===== src/rtl/frame_readout_arbiter.sv =====
// Frame-granular round-robin merge of N_CH channel word streams into one
// registered readout stream; a granted frame is never interleaved.
module frame_readout_arbiter #(
  parameter int N_CH            = 4,
  parameter int DOUT_WIDTH      = 64,
  parameter int CH_ID_WIDTH     = 2,
  parameter int FRAME_CNT_WIDTH = 16
) (
  input  logic                         ACLK,
  input  logic                         ARESETN,
  input  logic [N_CH-1:0]              CH_EN,
  input  logic [N_CH*DOUT_WIDTH-1:0]   CH_DIN,
  input  logic [N_CH-1:0]              CH_VALID,
  input  logic [N_CH-1:0]              CH_LAST,
  output logic [N_CH-1:0]              CH_READY,
  input  logic                         iREADY,
  output logic [DOUT_WIDTH-1:0]        DOUT,
  output logic                         oVALID,
  output logic                         oLAST,
  output logic [CH_ID_WIDTH-1:0]       oCH_ID,
  output logic [FRAME_CNT_WIDTH-1:0]   FRAME_CNT
);

  typedef enum logic {IDLE, XFER} state_t;

  state_t                  state;
  logic [CH_ID_WIDTH-1:0]  grant;
  logic [CH_ID_WIDTH-1:0]  last_grant;
  logic [CH_ID_WIDTH-1:0]  next_grant;
  logic                    found;
  logic [N_CH-1:0]         req;
  logic                    out_ready;
  logic                    accept;
  logic [DOUT_WIDTH-1:0]   ch_word [N_CH];

  assign req       = CH_VALID & CH_EN;
  assign out_ready = ~oVALID | iREADY;
  assign accept    = (state == XFER) && CH_VALID[grant] && out_ready;

  // Ready depends only on state, grant, oVALID and iREADY, never on CH_VALID.
  for (genvar gi = 0; gi < N_CH; gi++) begin : g_ch
    assign ch_word[gi]  = CH_DIN[gi*DOUT_WIDTH +: DOUT_WIDTH];
    assign CH_READY[gi] = (state == XFER) && (grant == CH_ID_WIDTH'(gi)) && out_ready;
  end

  // Round-robin search starting just after the last channel that finished a frame.
  always_comb begin
    next_grant = '0;
    found      = 1'b0;
    for (int i = 1; i <= N_CH; i++) begin
      if (!found && req[(int'(last_grant) + i) % N_CH]) begin
        next_grant = CH_ID_WIDTH'((int'(last_grant) + i) % N_CH);
        found      = 1'b1;
      end
    end
  end

  always_ff @(posedge ACLK or negedge ARESETN) begin
    if (!ARESETN) begin
      state      <= IDLE;
      grant      <= '0;
      last_grant <= CH_ID_WIDTH'(N_CH - 1);
      DOUT       <= '0;
      oVALID     <= 1'b0;
      oLAST      <= 1'b0;
      oCH_ID     <= '0;
      FRAME_CNT  <= '0;
    end else begin
      case (state)
        IDLE: begin
          if (found) begin
            grant <= next_grant;
            state <= XFER;
          end
        end
        XFER: begin
          if (accept && CH_LAST[grant]) begin
            last_grant <= grant;
            state      <= IDLE;
          end
        end
        default: state <= IDLE;
      endcase

      if (accept) begin
        DOUT   <= ch_word[grant];
        oLAST  <= CH_LAST[grant];
        oCH_ID <= grant;
        oVALID <= 1'b1;
      end else if (iREADY) begin
        oVALID <= 1'b0;
      end

      if (oVALID && iREADY && oLAST) begin
        FRAME_CNT <= FRAME_CNT + FRAME_CNT_WIDTH'(1);
      end
    end
  end

endmodule

===== config.mk =====
export PLATFORM = sky130hd
export DESIGN_NAME = frame_readout_arbiter
export DESIGN_NICKNAME = d
export VERILOG_FILES = /design/src/rtl/frame_readout_arbiter.sv
export SDC_FILE = /design/constraint.sdc
export NUM_CORES = 1
export LEC_CHECK = 0
export BUFFER_PORTS_ARGS = -buffer_cell sky130_fd_sc_hd__buf_2
export CORE_AREA = 2 2 138 140
export CTS_BUF_LIST = sky130_fd_sc_hd__clkbuf_8
export CTS_CLUSTER_DIAMETER = 40
export DETAILED_ROUTE_END_ITERATION = 7
export DIE_AREA = 0 0 140 142
export SETUP_SLACK_MARGIN = 0.1
export SLEW_MARGIN = 20
export SYNTH_ARGS = -nofsm -noshare
export SYNTH_HDL_FRONTEND = slang
export SYNTH_SLANG_ARGS = --single-unit

===== constraint.sdc =====
create_clock -name ACLK -period 2.5 [get_ports ACLK]
set_clock_uncertainty 0.2 [all_clocks]
set_input_delay 0.25 -clock ACLK [delete_from_list [all_inputs] [get_ports ACLK]]
set_output_delay 0.25 -clock ACLK [all_outputs]
set_load 0.03 [all_outputs]

==> results.md <==
- Post-Syn Nets: 600
- Core Rows: 50
- Seq/Total Area, Yosys: 0.433
- Die ar.: 19900 µm²
- CTS tree: done
- Hpwl dp: about 13 mm
- Leakage power: ~3.6 nW
- Final WL: 15.4 mm
- Via Count: 4412
- Crit-path max cell delay: 0.57 ns
- Drt first pass iters: 7
- Yosys warning count: 0
- Power Density: ~1200 nW/µm²
- Post-DRT Antenna Nets: 0
- Core area: 18500 µm²
- Synth Instances: 328
- Setup total negative slack: 0 ns
- Clock latency on the worst-skew pair: 0.37 ns
- Global Route Usage Sum: 0.152
- WP data required: ~2.6 ns
- Nets: 955
- Layout cells sized above 1: 0.744
- Crit path cell chain: mux4_2 -> nand3_4 -> buf_12 -> mux2_2
- Seq cells post-synth: 89
- Clk root buf: clkbuf_8
- Clk sinks: 89
- Die X: 140 µm
- Startpoint Class: register
- CP Class: reg2reg
- Initial antenna violation count: 0
- Most common cell after layout, fill and taps aside: buf_2
- WP data arrival: 2.38 ns
- TritonCTS Buffers: 9
- H-tree Lvls: 3
- Aggregate global routing overflow: 0
- Syn_area_per_cell: 15.7 µm²
- Worst Setup End Kind: register
- Slew headroom: 0.570
- Routability cong.: 0.778
- CP Max Fanout: 68
- Slew @ Worst Pin: 0.639 ns
- Vias in the first global route: roughly 4600
- Clk slew on worst S/H paths: 0.10 ns
- Initial Util: 0.279
- Final Util: 0.404
- Max VDD drop: 0.561 mV
- Setup repair after global routing missed its margin: no
- Avg WL per Cell: 16.7 µm
- Resized cells post-CTS: 0
- Type of the most critical hold path: in2async
- Fin. max-slew vios: 0
- Synth cell types: 36
- Failing checks: design-rule violations
- Maximum Capacitance Violations: 0
- Design Power: approximately 0.0091 W
- Setup violators final: 0
- First-pass GRT wire length: 23.5 mm
- Antenna Cells: 0
- First-iteration detailed-routing DRC count: 175
- Commonest non-fill, non-tap cells in the layout: buf_2, dfrtp_1, mux4_2
- Drt drc: 20
- Outcome: finished with violations
- Largest net degree at the start of global routing: between 60 and 70
- Die H: 142 µm
- Hold Fails Final Rpt: 0
- Netlist Area Pre-Place: around 5000 µm²
- Vias per cell: 4.79
- Max Freq: 431 MHz
- Maximum buffer depth of the clock tree: 2
- Post-CTS Setup Bufs: 0
- Post-CTS Hold Buffers: 3
- Boundary pin count: 359
- Port Buffers: 358
- Area Growth Syn to Fin: 44.6%
- Fin crit period: 2.32 ns
- Crit path max-delay cell type: mux4_2
- Fin crit share: 0.928
==> path summary, 6_finish.rpt <==
kind                                    start            end  slack (ns)  cells past startpoint
worst max register to register       grant[1]        DOUT[6]        0.18                      4
min in group ACLK                      iREADY   FRAME_CNT[0]        0.08                      3
worst min-delay path                  ARESETN   FRAME_CNT[1]        0.06                      2
worst max-delay path                 grant[1]        DOUT[6]        0.18                      4
worst min register to register  FRAME_CNT[15]  FRAME_CNT[15]        0.26                      1
max in group asynchronous             ARESETN       DOUT[10]        1.37                      3
==> layout make-up <==
class                           count  area [µm²]
Fill cell                        1766       11000
Multi-Input combinational cell    212        2760
Sequential cell                    89        2240
Timing Repair Buffer              368        1930
Tap cell                          234         293
Clock buffer                        9         124
Clock inverter                      7        98.8
Inverter                            3        11.3
==> sequential cells by signal, indices dropped and copies added, names as in the netlist <==
| signal | count |
|---|---|
| DOUT | 64 |
| FRAME_CNT | 16 |
| state | 1 |
| oVALID | 1 |
| oCH_ID | 2 |
| grant | 2 |
| oLAST | 1 |
| last_grant | 2 |
==> through the flow <==
stage                     worst slack [ns]  hold WS (ns)  area [µm²]  cells
after detailed placement             0.213       -0.0948        7200    903
after floorplan                      0.443        -0.246        5150    328
after global placement               0.255       -0.0971        7200    903
final                                0.181        0.0570        7450    922
after CTS                            0.190        0.0242        7450    922
after global routing                 0.136        0.0395        7450    922
==> layer usage <==
layer | part of all wire | global-route usage | up-vias
li1 | - | - | 1998
met1 | 0.40 | 0.184 | 2190
met2 | 0.51 | 0.270 | 210
met3 | 0.073 | 0.0306 | 14
met4 | 0.017 | 0.0564 | 0
met5 | 0 | 0 | -
==> cell usage after synthesis <==
cell type	number	area, µm²
buf_2	8	40.0
nand2_1	20	75.1
o2bb2ai_1	1	8.76
mux2_2	50	563
mux2i_1	1	10.0
nand4_1	5	31.3
xnor2_1	11	96.3
buf_4	4	30.0
o21ai_0	3	15.0
mux4_2	66	1490
o2111ai_1	2	17.5
mux2_4	10	150
mux2_1	6	67.6
buf_1	1	3.75
o211ai_1	1	7.51
buf_12	1	20.0
or3_1	2	12.5
nor4_1	2	12.5
nand3_1	7	35.0
a41oi_1	2	17.5
a21o_1	1	7.51
nand2b_1	1	6.26
ha_1	1	12.5
dfrtp_1	87	2180
nand3_2	1	10.0
a21oi_1	1	5.00
inv_1	3	11.3
buf_6	4	45.0
xor2_1	4	35.0
dfstp_2	2	52.6
and3_1	1	6.26
nor3_1	2	10.0
o31a_1	1	8.76
clkbuf_1	6	22.5
and4_1	1	8.76
nor2_1	9	33.8
==> critical path, delay by kind of cell, from the launching register on <==
kind | cells | cell delay, ns
and+or+nand+nor | 1 | 0.12
buffers and inverters | 1 | 0.29
DFF | 1 | 0.51
muxes | 2 | 0.96
==> where the power goes <==
group          leakage (nW)  switching, W  total (W)  internal [W]
logic                  2.44       0.00292    0.00547       0.00254
clock network         0.111      0.000552    0.00112      0.000572
registers              1.07      0.000422    0.00255       0.00213
total                  3.62       0.00390    0.00914       0.00524
==> cell families (layout without fill, tap and decap cells) <==
kind of cell	count (synthesis)	after routing	synth area share
mux	133	133	0.442
flops	89	89	0.433
simple gates	51	51	0.0469
buf+inv	27	387	0.0335
xor+xnor	15	15	0.0255
compound gates	12	12	0.0170
fa+ha+maj	1	1	0.00243
Power figures use the tool's default switching activity.
